--- config.mk ---
export PLATFORM = sky130hd
export DESIGN_NAME = hazard_forward_unit_flat
export DESIGN_NICKNAME = d
export VERILOG_FILES = /design/src/rtl/hazard_forward_unit_if.sv /design/src/rtl/hazard_forward_unit.sv /design/src/flat_wrapper.sv
export SDC_FILE = /design/constraint.sdc
export NUM_CORES = 1
export LEC_CHECK = 0
export ABC_AREA = 1
export BUFFER_PORTS_ARGS = -buffer_cell sky130_fd_sc_hd__buf_2
export CORE_MARGIN = 1
export CORE_UTILIZATION = 54
export CTS_CLUSTER_DIAMETER = 120
export DETAILED_ROUTE_END_ITERATION = 10
export PLACE_DENSITY = 0.78
export SLEW_MARGIN = 10
export SYNTH_ARGS = -nofsm -noshare
export SYNTH_HDL_FRONTEND = slang
export SYNTH_SLANG_ARGS = --single-unit
--- constraint.sdc ---
create_clock -name clk -period 3.8 [get_ports clk]
set_clock_uncertainty 0.05 [all_clocks]
set_input_delay 0.38 -clock clk [delete_from_list [all_inputs] [get_ports clk]]
set_output_delay 0.38 -clock clk [all_outputs]
set_load 0.02 [all_outputs]
--- src/rtl/hazard_forward_unit_if.sv ---
// hazard_forward_unit_if: D/E/M-stage hazard signals between the pipeline and the hazard unit
interface hazard_forward_unit_if #(
  parameter int CNT_W = 32
);
  logic [4:0]       rs_d;
  logic [4:0]       rt_d;
  logic             uses_rs_d;
  logic             uses_rt_d;
  logic [4:0]       write_reg_e;
  logic             reg_write_e;
  logic             mem_to_reg_e;
  logic [31:0]      alu_out_e;
  logic             branch_e;
  logic             zero_e;
  logic [1:0]       j_inst_e;
  logic [31:0]      read_data_m;
  logic             forward_src_a_enabled;
  logic [31:0]      forward_src_a;
  logic             forward_src_b_enabled;
  logic [31:0]      forward_src_b;
  logic             stall_f;
  logic             stall_d;
  logic             flush_d;
  logic             flush_e;
  logic             pc_src_e;
  logic [CNT_W-1:0] stall_count;
  logic [CNT_W-1:0] flush_count;
  modport master (
    output rs_d, rt_d, uses_rs_d, uses_rt_d, write_reg_e, reg_write_e, mem_to_reg_e,
           alu_out_e, branch_e, zero_e, j_inst_e, read_data_m,
    input  forward_src_a_enabled, forward_src_a, forward_src_b_enabled, forward_src_b,
           stall_f, stall_d, flush_d, flush_e, pc_src_e, stall_count, flush_count
  );
  modport slave (
    input  rs_d, rt_d, uses_rs_d, uses_rt_d, write_reg_e, reg_write_e, mem_to_reg_e,
           alu_out_e, branch_e, zero_e, j_inst_e, read_data_m,
    output forward_src_a_enabled, forward_src_a, forward_src_b_enabled, forward_src_b,
           stall_f, stall_d, flush_d, flush_e, pc_src_e, stall_count, flush_count
  );
endinterface

--- src/rtl/hazard_forward_unit.sv ---
// hazard_forward_unit: E/M/W forwarding, load-use stall, redirect flush and event counters
module hazard_forward_unit #(
  parameter int         CNT_W    = 32,
  parameter logic [4:0] REG_ZERO = 5'd0
) (
  input logic                  clk,
  input logic                  rst,
  hazard_forward_unit_if.slave hz_io
);
  logic [4:0]       write_reg_m_q, write_reg_w_q;
  logic             reg_write_m_q, mem_to_reg_m_q, reg_write_w_q;
  logic [31:0]      alu_out_m_q, result_w_q, result_m;
  logic [CNT_W-1:0] stall_count_q, stall_count_d, flush_count_q, flush_count_d;
  logic [33:0]      fa, fb;
  logic             pc_src, lu;
  // {load_hazard, enable, data}; an E-stage load match blocks older M/W matches
  function automatic logic [33:0] fwd(input logic [4:0] r, input logic u);
    if (!u || r == REG_ZERO) return '0;
    if (hz_io.reg_write_e && hz_io.write_reg_e == r)
      return hz_io.mem_to_reg_e ? {2'b10, 32'h0} : {2'b01, hz_io.alu_out_e};
    if (reg_write_m_q && write_reg_m_q == r) return {2'b01, result_m};
    if (reg_write_w_q && write_reg_w_q == r) return {2'b01, result_w_q};
    return '0;
  endfunction
  always_comb begin
    result_m      = mem_to_reg_m_q ? hz_io.read_data_m : alu_out_m_q;
    fa            = fwd(hz_io.rs_d, hz_io.uses_rs_d);
    fb            = fwd(hz_io.rt_d, hz_io.uses_rt_d);
    pc_src        = (hz_io.branch_e && hz_io.zero_e) || (hz_io.j_inst_e != 2'd0);
    lu            = (fa[33] || fb[33]) && !pc_src;
    stall_count_d = (lu && !(&stall_count_q)) ? stall_count_q + 1'b1 : stall_count_q;
    flush_count_d = (pc_src && !(&flush_count_q)) ? flush_count_q + 1'b1 : flush_count_q;
  end
  always_comb begin
    hz_io.forward_src_a_enabled = rst && fa[32];
    hz_io.forward_src_a         = rst ? fa[31:0] : 32'h0;
    hz_io.forward_src_b_enabled = rst && fb[32];
    hz_io.forward_src_b         = rst ? fb[31:0] : 32'h0;
    hz_io.stall_f               = rst && lu;
    hz_io.stall_d               = rst && lu;
    hz_io.flush_d               = rst && pc_src;
    hz_io.flush_e               = rst && (lu || pc_src);
    hz_io.pc_src_e              = rst && pc_src;
    hz_io.stall_count           = rst ? stall_count_q : '0;
    hz_io.flush_count           = rst ? flush_count_q : '0;
  end
  always_ff @(posedge clk) begin
    if (!rst) begin
      write_reg_m_q  <= '0;
      reg_write_m_q  <= 1'b0;
      mem_to_reg_m_q <= 1'b0;
      alu_out_m_q    <= '0;
      write_reg_w_q  <= '0;
      reg_write_w_q  <= 1'b0;
      result_w_q     <= '0;
      stall_count_q  <= '0;
      flush_count_q  <= '0;
    end else begin
      write_reg_m_q  <= hz_io.write_reg_e;
      reg_write_m_q  <= hz_io.reg_write_e;
      mem_to_reg_m_q <= hz_io.mem_to_reg_e;
      alu_out_m_q    <= hz_io.alu_out_e;
      write_reg_w_q  <= write_reg_m_q;
      reg_write_w_q  <= reg_write_m_q;
      result_w_q     <= result_m;
      stall_count_q  <= stall_count_d;
      flush_count_q  <= flush_count_d;
    end
  end
endmodule

--- src/flat_wrapper.sv ---
// flat-port wrapper written by rule: the top's interface ports become plain ports
module hazard_forward_unit_flat 
#(
  parameter int         CNT_W    = 32,
  parameter logic [4:0] REG_ZERO = 5'd0
)
  (clk, rst, hz_io_rs_d, hz_io_rt_d, hz_io_uses_rs_d, hz_io_uses_rt_d, hz_io_write_reg_e, hz_io_reg_write_e, hz_io_mem_to_reg_e, hz_io_alu_out_e, hz_io_branch_e, hz_io_zero_e, hz_io_j_inst_e, hz_io_read_data_m, hz_io_forward_src_a_enabled, hz_io_forward_src_a, hz_io_forward_src_b_enabled, hz_io_forward_src_b, hz_io_stall_f, hz_io_stall_d, hz_io_flush_d, hz_io_flush_e, hz_io_pc_src_e, hz_io_stall_count, hz_io_flush_count);
  hazard_forward_unit_if #(.CNT_W(CNT_W)) hz_io_i ();
  input logic clk;
  input logic rst;
  input wire logic [$bits(hz_io_i.rs_d)-1:0] hz_io_rs_d;
  input wire logic [$bits(hz_io_i.rt_d)-1:0] hz_io_rt_d;
  input wire logic [$bits(hz_io_i.uses_rs_d)-1:0] hz_io_uses_rs_d;
  input wire logic [$bits(hz_io_i.uses_rt_d)-1:0] hz_io_uses_rt_d;
  input wire logic [$bits(hz_io_i.write_reg_e)-1:0] hz_io_write_reg_e;
  input wire logic [$bits(hz_io_i.reg_write_e)-1:0] hz_io_reg_write_e;
  input wire logic [$bits(hz_io_i.mem_to_reg_e)-1:0] hz_io_mem_to_reg_e;
  input wire logic [$bits(hz_io_i.alu_out_e)-1:0] hz_io_alu_out_e;
  input wire logic [$bits(hz_io_i.branch_e)-1:0] hz_io_branch_e;
  input wire logic [$bits(hz_io_i.zero_e)-1:0] hz_io_zero_e;
  input wire logic [$bits(hz_io_i.j_inst_e)-1:0] hz_io_j_inst_e;
  input wire logic [$bits(hz_io_i.read_data_m)-1:0] hz_io_read_data_m;
  output wire logic [$bits(hz_io_i.forward_src_a_enabled)-1:0] hz_io_forward_src_a_enabled;
  output wire logic [$bits(hz_io_i.forward_src_a)-1:0] hz_io_forward_src_a;
  output wire logic [$bits(hz_io_i.forward_src_b_enabled)-1:0] hz_io_forward_src_b_enabled;
  output wire logic [$bits(hz_io_i.forward_src_b)-1:0] hz_io_forward_src_b;
  output wire logic [$bits(hz_io_i.stall_f)-1:0] hz_io_stall_f;
  output wire logic [$bits(hz_io_i.stall_d)-1:0] hz_io_stall_d;
  output wire logic [$bits(hz_io_i.flush_d)-1:0] hz_io_flush_d;
  output wire logic [$bits(hz_io_i.flush_e)-1:0] hz_io_flush_e;
  output wire logic [$bits(hz_io_i.pc_src_e)-1:0] hz_io_pc_src_e;
  output wire logic [$bits(hz_io_i.stall_count)-1:0] hz_io_stall_count;
  output wire logic [$bits(hz_io_i.flush_count)-1:0] hz_io_flush_count;
  assign hz_io_i.rs_d = hz_io_rs_d;
  assign hz_io_i.rt_d = hz_io_rt_d;
  assign hz_io_i.uses_rs_d = hz_io_uses_rs_d;
  assign hz_io_i.uses_rt_d = hz_io_uses_rt_d;
  assign hz_io_i.write_reg_e = hz_io_write_reg_e;
  assign hz_io_i.reg_write_e = hz_io_reg_write_e;
  assign hz_io_i.mem_to_reg_e = hz_io_mem_to_reg_e;
  assign hz_io_i.alu_out_e = hz_io_alu_out_e;
  assign hz_io_i.branch_e = hz_io_branch_e;
  assign hz_io_i.zero_e = hz_io_zero_e;
  assign hz_io_i.j_inst_e = hz_io_j_inst_e;
  assign hz_io_i.read_data_m = hz_io_read_data_m;
  assign hz_io_forward_src_a_enabled = hz_io_i.forward_src_a_enabled;
  assign hz_io_forward_src_a = hz_io_i.forward_src_a;
  assign hz_io_forward_src_b_enabled = hz_io_i.forward_src_b_enabled;
  assign hz_io_forward_src_b = hz_io_i.forward_src_b;
  assign hz_io_stall_f = hz_io_i.stall_f;
  assign hz_io_stall_d = hz_io_i.stall_d;
  assign hz_io_flush_d = hz_io_i.flush_d;
  assign hz_io_flush_e = hz_io_i.flush_e;
  assign hz_io_pc_src_e = hz_io_i.pc_src_e;
  assign hz_io_stall_count = hz_io_i.stall_count;
  assign hz_io_flush_count = hz_io_i.flush_count;
  hazard_forward_unit #(.CNT_W(CNT_W), .REG_ZERO(REG_ZERO)) u_core (.clk(clk), .rst(rst), .hz_io(hz_io_i));
endmodule
==> flow_metrics.tcl, run 1 <==
set metrics [dict create \
    status "finished clean" \
    hold_buffers 0 \
    async_flop_share_pct 0 \
    rsz0062_at_grt "no" \
    cts.sink_count 141 \
    relSlewSlack_pct 27.1 \
    area_delta_synth_final_pct 19.0 \
    post_cts_resized 0 \
    p_leak_nw 5.92 \
    start_kind "register" \
    hp-class "in2reg" \
    ys_ff_latch 141 \
    wl_per_cell_um 14.4 \
    synth_area_per_cell_um2 5.86 \
    die_area_um2 18200 \
    slew_violations 0 \
    setup_tns_ps 0 \
    start_util_pct 55.2 \
    die_height_um 135 \
    yosysMostFrequentCell "nand2_1" \
    crit_arrival_ps 2780 \
    cts_made_buffers 17 \
    max_slew.worst_pin.slew_ps 1090 \
    required_ps 3370 \
    drc 0 \
    antenna_found_initial 1 \
    synth_cell_types 39 \
    power_frac_seq_pct 41.2 \
    via_per_inst 5.31 \
    layout-drive-gt1-share_pct 16.7 \
    synth_edf_count 0 \
    drtIter0Drc 954 \
    yosysSeqAreaShare_pct 29.6 \
    cap_violations 0 \
    post-route-min-period_ps 3210 \
    final_antenna_net_count 0 \
    finalSetupViolCount 0 \
    cts_tree "yes" \
    yosysWarningCount 0 \
    setup.worst_path.end_class "output port" \
    io-pin-count 224 \
    post_cts_buffers 0 \
    synth_area_leaders "dfxtp_1 30%, nand2_1 17%, inv_1 10%" \
    nFillCells 1648 \
    grt_max_degree 105 \
    p_sw_share_pct 26.4 \
    synth_area_leader_cell "dfxtp_1" \
    nets 1892 \
    syn_area_um2 9540 \
    register_area_um2 2820 \
    place_congestion 0.953 \
    core.rowCount 48 \
    grt_use_total_pct 31.7 \
    port_buffers 223 \
    dp_hpwl_mm 20.5 \
    cts-htree-levels 4 \
    dieWidth_um 135 \
    grt_overflow 0 \
    cp_max_fo 25 \
    cts_root_buf "clkbuf_16" \
    clk_pin_slew_worst_paths_ps 60 \
    clk_latency_ps 420 \
    grt_pass1_wl_mm 46.4 \
    p_comb_share_pct 10.5 \
    pwr-share-clk_pct 48.3 \
    fmax_ghz 0.311 \
    finalPower_mw 3.77 \
    grt_pass1_vias 9546 \
    r2r_setup_slack_ps 1500 \
    first_pass_iters 6 \
    hold_viol 0 \
    period_share_pct 84.6 \
    synth_top_area_share_pct 29.6 \
    vdd_drop_max_mv 0.315 \
    powerDensity_nw_per_um2 332 \
    worstSetupPathType "reg2out" \
    multi_input_area_um2 5350 \
    netSwitchingPower_mw 0.994 \
    wl_mm 29.4 \
    synth_cells 1628 \
    num_vias 10834 \
    synth_flop_cell "dfxtp_1" \
    synth_nets 1719 \
    fp.coreArea_um2 17300 \
    ys_top_cells_by_count "420 x nand2_1, 261 x inv_1, 259 x nor2_1" \
    p_int_mw 2.78 \
    clockBufferDepth 2 \
]
routing by layer:
| metal | vias up | GRT usage (%) | wire length [um] |
|---|---|---|---|
| met5 | - | 0 | 0 |
| li1 | 5414 | - | - |
| met4 | 0 | 13.7 | 834 |
| met3 | 66 | 4.73 | 2240 |
| met2 | 496 | 53.8 | 13800 |
| met1 | 4858 | 39.9 | 12500 |
flip-flops by register name, indices dropped and copies added, names as in the netlist:
name,flops
u_core.alu_out_m_q,32
u_core.write_reg_w_q,5
u_core.result_w_q,32
u_core.write_reg_m_q,5
u_core.mem_to_reg_m_q,1
u_core.reg_write_w_q,1
u_core.reg_write_m_q,1
u_core.flush_count_q,32
u_core.stall_count_q,32
critical path, stage by stage, from the launching register on:
cell     delay (ps)
dfxtp_1         340
or2_2           310
a21oi_2         140
buf_4           290
nand3_2         110
nand3_1         100
nand2_2         310
inv_2           330
o21ai_0         140
nor2_1          120
buf_2           180
layout by cell type (no fill, tap or decap), types with 5 or more instances in the layout:
cell type  netlist  final
buf_2           16    222
dfxtp_1        141    140
nor2_1         259    258
o21ai_0         86     86
inv_1          261    261
o21ai_1          6      6
o22ai_1          8      8
buf_4            4     16
inv_2            5      6
nand3b_1         7      7
nand3_1         69     68
nor3_1          16     16
a21oi_2          4      5
xnor2_1          7      7
nand2_1        420    420
a21oi_1        105    104
nand4_1         64     64
xor2_1          24     24
clkbuf_16        0     17
mux2i_1         31     31
path summary, 6_finish.rpt:
check	start	endpoint	cells after the start
worst max-delay path	u_core.write_reg_m_q[3]	hz_io_forward_src_b[4]	10
worst min-delay path	hz_io_alu_out_e[20]	u_core.alu_out_m_q[20]	3
worst max register to register	u_core.flush_count_q[0]	u_core.flush_count_q[9]	11
worst min register to register	u_core.reg_write_m_q	u_core.reg_write_w_q	2
power by group through the flow:
stage / clock network (mW) / logic (mW) / registers [mW]
floorplan: 0 / 0.256 / 1.57
global placement: 0 / 0.384 / 1.58
detailed placement: 0 / 0.388 / 1.58
CTS: 1.84 / 0.391 / 1.55
global route: 1.89 / 0.438 / 1.56
finish: 1.82 / 0.396 / 1.55
kinds of logic (layout without fill, tap and decap cells):
group / Yosys count / in the layout / share of synthesized area (%)
xor+xnor: 31 / 31 / 2.85
flops: 141 / 141 / 29.6
fa+ha+maj: 2 / 2 / 0.262
compound gates: 212 / 212 / 11.5
simple gates: 858 / 858 / 38.2
mux: 31 / 31 / 3.25
buf+inv: 353 / 539 / 14.4
other cells: 0 / 1 / 0
metrics by stage:
stage / setup WS, ps / hold WS, ps / cells / utilization [%] / area [um^2]
after floorplan: 1390 / 363 / 1628 / - / 9540
after global placement: 942 / 403 / 2007 / 62.0 / 10700
after detailed placement: 887 / 405 / 2007 / 62.0 / 10700
after CTS: 602 / 86.8 / 2039 / 65.6 / 11400
after global routing: 388 / 93.2 / 2040 / 65.6 / 11400
final: 586 / 103 / 2040 / 65.6 / 11400
final cells by class:
class | instances | area share, %
Multi-Input combinational cell | 1134 | 47.2
Sequential cell | 141 | 24.9
Timing Repair Buffer | 239 | 11.0
Inverter | 268 | 8.88
Clock buffer | 20 | 3.93
Tap cell | 225 | 2.48
Clock inverter | 12 | 1.63
Antenna cell | 1 | 0.0220
(Power assumes the default switching activity.)
==> run 2, diff against run 1 <==
--- a/config.mk
+++ b/config.mk
@@ -8,10 +8,10 @@
 export ABC_AREA = 1
 export BUFFER_PORTS_ARGS = -buffer_cell sky130_fd_sc_hd__buf_2
 export CORE_MARGIN = 1
-export CORE_UTILIZATION = 54
+export CORE_UTILIZATION = 50
 export CTS_CLUSTER_DIAMETER = 120
 export DETAILED_ROUTE_END_ITERATION = 10
-export PLACE_DENSITY = 0.78
+export PLACE_DENSITY = 0.76
 export SLEW_MARGIN = 10
 export SYNTH_ARGS = -nofsm -noshare
 export SYNTH_HDL_FRONTEND = slang
==> constraint.sdc (replaced) <==
create_clock -name clk -period 2.75 [get_ports clk]
set_clock_uncertainty 0.05 [all_clocks]
set_input_delay 0.275 -clock clk [delete_from_list [all_inputs] [get_ports clk]]
set_output_delay 0.275 -clock clk [all_outputs]
set_load 0.02 [all_outputs]
==> run 2 against run 1 <==
Compared with the run above: critical path depth shrank 3; sequential cell count is the same; combinational power grew 48%; global-route usage shrank 1.8 points; register-to-register slack lost 1000 ps; first-iteration DRC count shrank 22%; design area grew 3.2%; clock power grew 35%.
==> flow_metrics.tcl, run 2 (same netlist as run 1, synthesis figures left out) <==
set metrics [dict create \
    mostFrequentLayoutCell "nand2_1" \
    p_sw_share_pct 26.1 \
    cp_max_fo 39 \
    layout-drive-gt1-share_pct 17.3 \
    relSlewSlack_pct 33.8 \
    crit_arrival_ps 2330 \
    crit_slowest_cell "a21boi_0" \
    power_frac_seq_pct 41.2 \
    start_kind "register" \
    grt_pass1_wl_mm 48.0 \
    nets 1928 \
    slew_violations 0 \
    hp-class "in2reg" \
    place_congestion 0.907 \
    vdd_drop_max_mv 0.419 \
    dp_hpwl_mm 20.8 \
    drc 0 \
    first_pass_iters 5 \
    area_delta_synth_final_pct 22.8 \
    port_buffers 223 \
    grt_overflow 0 \
    critical_path.cell_chain "a21boi_0 -> nand3_4 -> buf_12 -> o21ai_0 -> a21oi_1 -> nor2_1 -> buf_2" \
    clk_pin_slew_worst_paths_ps 60 \
    final_cell_mix "420 x nand2_1, 261 x inv_1, 257 x nor2_1, 222 x buf_2, 140 x dfxtp_1" \
    cts.sink_count 141 \
    final_antenna_net_count 0 \
    post-route-min-period_ps 2660 \
    num_vias 10768 \
    io-pin-count 224 \
    cts_tree "yes" \
    die_height_um 140 \
    cts_made_buffers 17 \
    p_comb_share_pct 11.3 \
    die_area_um2 19600 \
    via_per_inst 5.16 \
    drtIter0Drc 747 \
    finalPower_mw 5.19 \
    core.rowCount 50 \
    p_int_mw 3.83 \
    setup.worst_path.end_class "output port" \
    grt_pass1_vias 10058 \
    wl_mm 29.3 \
    grt_use_total_pct 30.0 \
    max_slew.worst_pin.slew_ps 993 \
    hold_viol 0 \
    p_leak_nw 6.10 \
    powerDensity_nw_per_um2 443 \
    status "finished clean" \
    worstSetupPathType "reg2out" \
    clockBufferDepth 2 \
    cts-htree-levels 4 \
    start_util_pct 51.0 \
    netSwitchingPower_mw 1.35 \
    dieWidth_um 140 \
    fmax_ghz 0.376 \
    hold_slack_ps 22.2 \
    finalSetupViolCount 0 \
    required_ps 2420 \
    period_share_pct 96.6 \
    fp.coreArea_um2 18700 \
    slowest_delay_ps 550 \
    post_cts_buffers 0 \
    antenna_found_initial 1 \
    cap_violations 0 \
    wl_per_cell_um 14.1 \
    pwr-share-clk_pct 47.5 \
    clk_latency_ps 430 \
    cts_root_buf "clkbuf_16" \
    grt_max_degree 103 \
]
-- run 2: worst paths after layout --
kind                                            endpoint                     from  slack, ps  cells past startpoint
worst max-delay path              hz_io_forward_src_a[0]     u_core.reg_write_m_q         90                      7
worst min-delay path                u_core.reg_write_m_q        hz_io_reg_write_e         20                      3
worst min register to register      u_core.reg_write_w_q     u_core.reg_write_m_q        400                      2
worst max register to register  u_core.stall_count_q[17]  u_core.stall_count_q[1]        480                     12
-- run 2: worst max-delay path: cells and delay by family (launching register included) --
family | cells | cell delay (ps)
buffers and inverters | 2 | 430
AND/OR/NAND/NOR | 2 | 340
AO/OA/AOI/OAI | 3 | 800
flip-flops | 1 | 350
-- run 2: metal layers --
layer / GRT usage [%] / routed length, um / vias up
li1: - / - / 5492
met1: 36.5 / 12700 / 4832
met3: 5.26 / 2050 / 36
met4: 10.8 / 499 / 0
met5: 0 / 0 / -
met2: 52.7 / 14100 / 408
-- run 2: cell type report --
cell class / instances / area [um^2]
Multi-Input combinational cell: 1134 / 5370
Antenna cell: 1 / 2.50
Clock inverter: 14 / 194
Timing Repair Buffer: 275 / 1590
Sequential cell: 141 / 2820
Fill cell: 1832 / 6990
Clock buffer: 18 / 429
Tap cell: 234 / 293
Inverter: 268 / 1010
-- run 2: per-stage QoR --
stage / setup TNS (ps) / util (%) / cell area (um^2) / cells / setup WS, ps
6_report: 0 / 62.6 / 11700 / 2085 / 92.6
5_1_grt: -878 / 62.6 / 11700 / 2085 / -86.9
4_1_cts: 0 / 62.5 / 11700 / 2084 / 23.7
3_5_place_dp: 0 / 58.0 / 10900 / 2030 / 343
3_3_place_gp: 0 / 58.0 / 10900 / 2030 / 366
2_1_floorplan: 0 / - / 9540 / 1628 / 546
-- run 2: timing repair --
action,in CTS,in global routing
resized for setup,1,3
hold buffers,22,0
pin swaps,1,0
setup endpoints to repair,3,25
hold endpoints to repair,22,0
-- run 2: power groups by stage --
stage / logic, mW / clock network (mW) / registers, mW
6_report: 0.586 / 2.46 / 2.14
5_1_grt: 0.651 / 2.60 / 2.14
4_1_cts: 0.579 / 2.50 / 2.14
3_5_place_dp: 0.551 / 0 / 2.18
3_3_place_gp: 0.547 / 0 / 2.18
2_1_floorplan: 0.354 / 0 / 2.17
==> run 3, diff against run 2 <==
--- a/config.mk
+++ b/config.mk
@@ -8,10 +8,10 @@
 export ABC_AREA = 1
 export BUFFER_PORTS_ARGS = -buffer_cell sky130_fd_sc_hd__buf_2
 export CORE_MARGIN = 1
-export CORE_UTILIZATION = 50
+export CORE_UTILIZATION = 54
 export CTS_CLUSTER_DIAMETER = 120
 export DETAILED_ROUTE_END_ITERATION = 10
-export PLACE_DENSITY = 0.76
+export PLACE_DENSITY = 0.78
 export SLEW_MARGIN = 10
 export SYNTH_ARGS = -nofsm -noshare
 export SYNTH_HDL_FRONTEND = slang
==> constraint.sdc (replaced) <==
create_clock -name clk -period 2.7 [get_ports clk]
set_clock_uncertainty 0.05 [all_clocks]
set_input_delay 0.27 -clock clk [delete_from_list [all_inputs] [get_ports clk]]
set_output_delay 0.27 -clock clk [all_outputs]
set_load 0.02 [all_outputs]
==> run 3 against run 2 <==
Compared with the run above: first-iteration DRC count rose by 11%; setup slack improved by 21 ps; final cell count fell by 0.72%; non-clock buffer count fell by 3; clock power fell by 5%; sequential cell count did not move; critical path depth fell by 1; combinational power rose by 2%; worst hold slack got worse by 12 ps; design area fell by 0.60%; critical path type unchanged; critical endpoint is now hz_io_forward_src_a[16].
==> flow_metrics.tcl, run 3 (same netlist as run 1, synthesis figures left out) <==
set metrics [dict create \
    post-route-min-period_ps 2590 \
    start_kind "register" \
    cts_made_buffers 17 \
    drc 0 \
    hold_slack_ps 10.1 \
    mostFrequentLayoutCell "nand2_1" \
    cap_violations 0 \
    period_share_pct 95.8 \
    hold_viol 0 \
    fmax_ghz 0.387 \
    worst-path-buf-inv 2 \
    cts-htree-levels 4 \
    powerDensity_nw_per_um2 440 \
    core.rowCount 48 \
    place_inst 2019 \
    vdd_drop_max_mv 0.453 \
    slowest_delay_ps 620 \
    p_comb_share_pct 11.7 \
    p_leak_nw 6.07 \
    finalPower_mw 5.12 \
    start_util_pct 55.2 \
    final_antenna_net_count 0 \
    antenna_cells 0 \
    clk_latency_ps 430 \
    grt_pass1_vias 9689 \
    place_congestion 0.922 \
    first_pass_iters 5 \
    fp.coreArea_um2 17300 \
    cp_max_fo 14 \
    finalSetupViolCount 0 \
    worstSetupPathType "reg2out" \
    max_slew.worst_pin.slew_ps 616 \
    dp_hpwl_mm 21.0 \
    drtIter0Drc 832 \
    via_per_inst 5.27 \
    final_cells 2070 \
    die_area_um2 18200 \
    wl_per_cell_um 14.3 \
    crit_slowest_cell "dfxtp_2" \
    die_height_um 135 \
    wl_mm 29.6 \
    grt_overflow 0 \
    required_ps 2380 \
    clk_pin_slew_worst_paths_ps 60 \
    netSwitchingPower_mw 1.39 \
    cts.sink_count 141 \
    hp-class "in2reg" \
    slew_violations 0 \
    power_frac_seq_pct 42.6 \
    fin_util_pct 67.3 \
    grt_max_degree 132 \
    nets 1925 \
    cts_root_buf "clkbuf_16" \
    io-pin-count 224 \
    cts_tree "yes" \
    area_delta_synth_final_pct 22.0 \
    crit_arrival_ps 2270 \
    p_sw_share_pct 27.0 \
    antenna_found_initial 0 \
    dieWidth_um 135 \
    pwr-share-clk_pct 45.7 \
    setup.worst_path.end_class "output port" \
    critical-path-top-delay-family "flip-flops" \
    grt_pass1_wl_mm 47.2 \
    layout-drive-gt1-share_pct 17.2 \
    final_cell_mix "420 x nand2_1, 261 x inv_1, 258 x nor2_1, 222 x buf_2, 140 x dfxtp_1" \
    status "finished clean" \
    setup_tns_ps 0 \
    nFillCells 1652 \
    critical_path.cell_chain "buf_4 -> mux2i_1 -> o21ai_0 -> a21oi_1 -> nor2_1 -> buf_2" \
    clockBufferDepth 2 \
    num_vias 10901 \
    grt_use_total_pct 32.1 \
    p_int_mw 3.74 \
    relSlewSlack_pct 59.0 \
    port_buffers 223 \
    rsz0062_at_grt "no" \
]
==> run 3: cell types whose count changed in the layout (fill, tap and decap cells not counted), moves of 2 or more <==
| cell | delta |
|---|---|
| buf_4 | -3 |
| bufinv_16 | -2 |
| dlygate4sd3_1 | -2 |
| inv_6 | +2 |
==> run 3: timing repair <==
item	CTS	global route
buffers inserted	0	1
resized for setup	1	4
hold buffers	20	0
endpoints found under the hold margin	20	0
endpoints found under the setup margin	30	32
pin swaps	0	1
==> run 3: final timing paths <==
check | start | end | slack [ps] | depth (start not counted)
hold reg to reg | u_core.reg_write_m_q | u_core.reg_write_w_q | 420 | 2
hold / removal | hz_io_alu_out_e[1] | u_core.alu_out_m_q[1] | 10 | 3
setup reg to reg | u_core.flush_count_q[0] | u_core.flush_count_q[19] | 480 | 12
setup / recovery | u_core.mem_to_reg_m_q | hz_io_forward_src_a[16] | 110 | 6
==> run 3: worst min-delay path, cell delays in order <==
cell     delay (ps)
buf_2            90
nand2_1          50
inv_1            50
==> run 3: metrics by stage <==
| stage | cell area, um^2 | setup WS [ps] |
|---|---|---|
| after global placement | 10800 | 342 |
| after CTS | 11600 | 33.0 |
| after global routing | 11600 | 0.0873 |
| final | 11600 | 114 |
| after detailed placement | 10800 | 312 |
| after floorplan | 9540 | 506 |
==> run 3: layout make-up <==
class / count / area, um^2 / share of cell area, %
clock buffer: 18 / 439 / 3.77
clock inverter: 12 / 139 / 1.19
inverter: 268 / 1010 / 8.68
multi-input combinational: 1134 / 5370 / 46.1
sequential: 141 / 2820 / 24.2
tap: 225 / 282 / 2.42
timing repair buffer: 272 / 1580 / 13.5
==> run 3: per-layer routing <==
layer | GRT usage (%) | wire length (um) | share of wire (%) | up-vias
li1 | - | - | - | 5474
met1 | 40.1 | 12500 | 42 | 4920
met4 | 12.5 | 805 | 2.7 | 0
met2 | 55.5 | 14200 | 48 | 449
met5 | 0 | 0 | 0 | -
met3 | 4.43 | 2070 | 7.0 | 58
==> run 3: power by group through the flow <==
| stage | Clock, mW | Combinational, mW | Sequential, mW |
|---|---|---|---|
| 6_report | 2.34 | 0.597 | 2.18 |
| 5_1_grt | 2.45 | 0.659 | 2.19 |
| 3_5_place_dp | 0 | 0.561 | 2.23 |
| 3_3_place_gp | 0 | 0.558 | 2.23 |
| 2_1_floorplan | 0 | 0.360 | 2.21 |
| 4_1_cts | 2.37 | 0.590 | 2.18 |
